[src/rtl/mips_regfile_wb.sv]
`default_nettype none
// ============================================================================
//  Module   : mips_regfile_wb
//  Purpose  : 32x32 MIPS register file, one-entry write-back staging register,
//             staging bypass on two combinational read ports.
//             Optional MIPS_REGFILE_SAME_CYCLE_BYPASS_EN forwards the request
//             of the current cycle to the read ports.
//  Revision : 1.0  initial release
// ============================================================================
module mips_regfile_wb #(
    parameter int DATA_W = 32,
    parameter int ADDR_W = 5,
    parameter int CNT_W  = 16
) (
    input  logic              clk,
    input  logic              reset,
    input  logic              wr_en,
    input  logic [ADDR_W-1:0] write_register,
    input  logic [DATA_W-1:0] write_data,
    input  logic [ADDR_W-1:0] read_reg1,
    input  logic [ADDR_W-1:0] read_reg2,
    output logic [DATA_W-1:0] read_data1,
    output logic [DATA_W-1:0] read_data2,
    output logic              wb_valid,
    output logic [ADDR_W-1:0] wb_reg,
    output logic [CNT_W-1:0]  commit_count
);

    localparam int c_NREGS = 2 ** ADDR_W;

    logic [DATA_W-1:0] r_regs [c_NREGS];
    logic              r_wb_valid;
    logic [ADDR_W-1:0] r_wb_reg;
    logic [DATA_W-1:0] r_wb_data;
    logic [CNT_W-1:0]  r_commit_count;
    logic              w_stage;

    // Requests to register 0 never enter staging, so array[0] stays zero.
    assign w_stage = wr_en && (write_register != '0);

    always_ff @(posedge clk) begin
        if (reset) begin
            for (int i = 0; i < c_NREGS; i++) begin
                r_regs[i] <= '0;
            end
            r_wb_valid     <= 1'b0;
            r_wb_reg       <= '0;
            r_wb_data      <= '0;
            r_commit_count <= '0;
        end else begin
            if (r_wb_valid) begin
                r_regs[r_wb_reg] <= r_wb_data;
                r_commit_count   <= r_commit_count + CNT_W'(1);
            end
            r_wb_valid <= w_stage;
            if (w_stage) begin
                r_wb_reg  <= write_register;
                r_wb_data <= write_data;
            end
        end
    end

    logic [1:0][DATA_W-1:0] w_rd_data;

    generate
        for (genvar g = 0; g < 2; g++) begin : g_rd_port
            logic [ADDR_W-1:0] w_idx;
            assign w_idx = (g == 0) ? read_reg1 : read_reg2;
            assign w_rd_data[g] =
                (w_idx == '0) ? '0 :
`ifdef MIPS_REGFILE_SAME_CYCLE_BYPASS_EN
                (wr_en && (write_register == w_idx)) ? write_data :
`endif
                (r_wb_valid && (r_wb_reg == w_idx)) ? r_wb_data :
                r_regs[w_idx];
        end
    endgenerate

    assign read_data1   = w_rd_data[0];
    assign read_data2   = w_rd_data[1];
    assign wb_valid     = r_wb_valid;
    assign wb_reg       = r_wb_reg;
    assign commit_count = r_commit_count;

endmodule
`default_nettype wire

[config.mk]
export PLATFORM = sky130hd
export DESIGN_NAME = mips_regfile_wb
export DESIGN_NICKNAME = d
export VERILOG_FILES = /design/src/rtl/mips_regfile_wb.sv
export SDC_FILE = /design/constraint.sdc
export NUM_CORES = 2
export LEC_CHECK = 0
export CORE_MARGIN = 10
export CORE_UTILIZATION = 25
export DETAILED_ROUTE_END_ITERATION = 16
export PLACE_DENSITY = 0.47
export RECOVER_POWER = 100
export SETUP_SLACK_MARGIN = 0.1
export SYNTH_ARGS = -nofsm -noshare
export SYNTH_HDL_FRONTEND = slang
export SYNTH_SLANG_ARGS = --single-unit
[constraint.sdc]
create_clock -name clk -period 2.8 [get_ports clk]
set_input_delay 0.56 -clock clk [delete_from_list [all_inputs] [get_ports clk]]
set_output_delay 0.56 -clock clk [all_outputs]
set_load 0.01 [all_outputs]
# [Word level (Yosys, flattened, before mapping)]
# Memories as Yosys holds them, arrays and structs flattened.
# Cells that the tools add are included.
[totals] reg_bits=54 mem_bits_rw=1024 n_memories=1
[op_classes] n_addsub=1 n_eq_ne=2 mux=12 reduce_logical=7
[mem_list] memory="r_regs" depth=32 word_bits=32 rd=2 rd_ports_with_merged_regs=0 write_ports=32 line_no="31" rtl="logic [DATA_W-1:0] r_regs [c_NREGS];"
[op_table] cell="$mux 32" n=5
[op_table] cell="$reduce_or 32->1" n=1
[op_table] cell="$add 16x1->16 const B" n=1
[op_table] cell="$eq 5x5->1" n=2
[op_table] cell="$logic_not 5->1" n=2
[op_table] cell="$mux 1" n=6
[op_table] cell="$mux 5" n=1
[op_table] cell="$reduce_bool 5->1" n=1
[op_table] cell="$logic_and 1x1->1" n=3

# [Longest topological paths before layout]
[depth] depth_word=5 depth_mapped=9 ltp_nobuf=5

# [Worst setup path before layout]
# No wires, ideal clock.
[synth_timing] path_type="input to output" start="input read_reg1[1]" end="output read_data1[4]" arrival_ps=2341 path_slack_ps=-101 cell_stages=7 cell_sequence="buf_2 > buf_2 > buf_1 > mux4_2 > mux4_2 > a22oi_1 > nand2_1"
[synth_via] elab_chain_len=4
[synth_lines] element="from (decl)" line_no="20" rtl="input logic [ADDR_W-1:0] read_reg1,"
[synth_lines] element="branches (longest 3 deep; another with $mem_v2 32x32)"
[synth_lines] element="$mux 32 *" line_no="70" rtl="(w_idx == '0) ? '0 :"
[synth_lines] element="to (decl)" line_no="22" rtl="output logic [DATA_W-1:0] read_data1,"
# Every way passes the cells marked *.

# [Worst setup path in the final report]
[layout_timing] start="register r_wb_reg[2], in the netlist wb_reg[2]" end="output read_data1[3]"
[layout_via] elab_chain_len=4
[layout_lines] element="from (decl)" line_no="33" rtl="logic [ADDR_W-1:0] r_wb_reg;"
[layout_lines] element="from (signal assigned)" line_no="57" rtl="r_wb_reg <= write_register;"
[layout_lines] element="$eq 5x5->1" line_no="74" rtl="(r_wb_valid && (r_wb_reg == w_idx)) ? r_wb_data :"
[layout_lines] element="$logic_and 1x1->1" line_no="74"
[layout_lines] element="$mux 32" line_no="74"
[layout_lines] element="$mux 32" line_no="70"
# No other way between the ends.

==> qor.yml <==
status: "complete, but fails checks"
violations: "setup timing"
grt_use_met3: 0.0290
ant_nets: 0
coreArea_sq_um: 227000
dpl_cell_area_sq_um: 67100
synth_cell_types: 61
avgRoutedWirePerCell_um: 31.3
synthCells: 3856
ir_drop_uv: 361
hpwl_um: 157000
async_flop_share: 0
layout.nets: 4437
clock_latency_ns: 0.79
cp.required_ns: 2.24
reg2reg_slack_ns: -0.11
crit_fanout: 6
cts.sinks: 1078
dieArea_sq_um: 248000
route.detailed.drc: 0
cts_tree: "done"
avgSynthCellArea_sq_um: 14.8
start_util: 0.251
viasPerCell: 5.09
p_total_mw: 41.2
synth_edf_count: 1024
cts_hold_buf: 0
post-route-min-period_ns: 3.61
cts_root_buf: "clkbuf_16"
regMostFlops: "r_regs"
layout-drive-gt1-share: 0.372
syn_nets: 3907
cp-end-kind: "primary output"
final-seq-area_sq_um: 31800
hold_viol_final: 0
setup_slack_ns: -0.811
grt_pass1_wl_um: 324000
synthFlopType: "edfxtp_1"
firstDrtPassIters: 5
fin_crit_sh: 1.29
ios: 136
syn_area_sq_um: 57100
setup_viol: 196
die_x_um: 498
skew_ns: 0.0342
top_usage_layer: "met2"
syn2layout_area_growth_pct: 27.8
drt_iter0_markers: 4127
fillers: 22400
finalMaxSlewViolations: 0
grt_overflow: 0
ys_seq_area_frac: 0.558
fin_area_sq_um: 72900
slew_headroom: 0.147
cts_buffer_depth: 3
antenna_found_initial: 24
rsz0062_at_grt: "yes"
dieHeight_um: 498
std_cell_rows: 175
port_buffers: 135
grt_max_degree: 64
fmax_mhz: 277
globalplace.congestion: 0.821
vias: 38200
p_per_area_nw_per_um2: 565
multi_input_comb_area_sq_um: 24500
max_cap_viol_count: 0
ys_seq_elements: 1078
path_class: "flip-flop to primary output"
cp-start-kind: "flip-flop"
finalWirelength_um: 235000
use_met1: 0.236
worstMarginPinSlew_ns: 1.28
hold_class: "primary input to flip-flop"
met2_usage: 0.315
worst_ep_arrival_time_ns: 3.05
largest_register_ffs: 1024
htree_num_levels: 4
grt_pass1_vias: 39600
cts_made_buffers: 130
cts.clk_slew.worst_paths_ns: 0.06
ys_warn_count: 0
grt_use_total: 0.184
p_leak_nw: 26.4
-- what timing repair did --
item | 4_1_cts | 5_1_grt
resized for setup | 511 | 50
pin swaps | 77 | 45
cloned | 6 | 1
setup buffers | 65 | 13
endpoints found under the setup margin | 69 | 64
-- where the power goes --
part | internal, mW | switching [mW]
Clock | 9.87 | 7.16
Sequential | 18.2 | 0.337
Combinational | 2.62 | 3.10
-- kinds of logic (layout without fill, tap and decap cells) --
family	Yosys count	in the layout	synth area share
DFF	1078	1078	0.558
muxes	635	635	0.225
and+or+nand+nor	1364	1364	0.140
other	0	3	0
xor gates and xnor gates	20	20	0.00307
buffers and inverters	409	1042	0.0320
AOI/OAI and AO/OA	349	349	0.0420
adders and majority gates	1	1	0.000219
-- cell type report --
cell class / count / area share
Clock buffer: 173 / 0.0482
Tap cell: 3009 / 0.0516
Clock inverter: 62 / 0.00880
Antenna cell: 3 / 0.000103
Timing Repair Buffer: 803 / 0.119
Inverter: 4 / 0.000206
Multi-Input combinational cell: 2369 / 0.335
Sequential cell: 1078 / 0.437
-- layer usage --
metal / vias up / wire length, um
li1: 15800 / -
met1: 20400 / 94600
met2: 1603 / 116000
met3: 372 / 15400
met4: 6 / 8500
met5: - / 49
-- worst max-delay path, cell delays in order (launching register included) --
cell and delay (ns):
dfxtp_4 0.38, buf_6 0.14, xor2_4 0.17, nor3_4 0.29
buf_6 0.15, a311oi_4 0.09, buf_12 0.17, buf_16 0.15
buf_6 0.11, o211ai_1 0.22, nand3_1 0.19, buf_2 0.18
-- final timing paths --
check                                  start                           to  cells past startpoint
setup / recovery      wb_reg[2]$_SDFFE_PP0P_                read_data1[3]                     11
setup reg to reg         wb_valid$_SDFF_PP0_  r_regs[1][23]$_SDFFCE_PN0P_                      8
hold / removal                         reset   r_wb_data[31]$_SDFFE_PP0P_                      3
hold reg to reg   r_wb_data[18]$_SDFFE_PP0P_   r_wb_data[18]$_SDFFE_PP0P_                      2
-- placed cells by master, fill, tap and decap left out, types with 34 or more instances in the layout --
cell type / instances
nor2_1: 50
edfxtp_1: 1024
or2_2: 34
buf_6: 102
mux2i_1: 66
a22oi_1: 107
clkbuf_1: 40
clkdlybuf4s50_1: 39
dfxtp_1: 49
a21oi_1: 71
and2_1: 955
mux4_2: 513
buf_4: 413
and2_0: 69
buf_12: 150
nand2_1: 134
mux2_2: 51
o211ai_1: 34
clkbuf_16: 133
-- cells in the mapped netlist, types with 14 or more instances --
cell type	instances	area [sq um]
a211o_1	28	245
a211oi_1	14	105
a21oi_1	100	500
a22oi_1	122	916
and2_1	1025	6410
buf_1	23	86.3
buf_2	63	315
buf_4	28	210
buf_6	14	158
clkbuf_1	276	1040
dfxtp_1	54	1080
edfxtp_1	1024	30700
mux2_2	51	574
mux2i_1	71	711
mux4_2	513	11600
nand2_1	149	559
nand3_1	14	70.1
nor2_1	73	274
nor3_1	19	95.1
o211ai_1	34	255
o22ai_1	14	87.6
or2_2	35	219
-- stage by stage --
stage	setup TNS, ns	util	hold WS [ns]	instances	setup WS (ns)
floorplan	0	-	0.491	3856	0.101
global placement	-68.89	0.295	0.488	7184	-1.59
detailed placement	-68.70	0.295	0.495	7184	-1.51
CTS	-41.97	0.321	0.273	7487	-0.836
global route	-130.99	0.321	0.309	7499	-0.843
finish	-47.36	0.321	0.322	7501	-0.811
(Power assumes the default switching activity.)
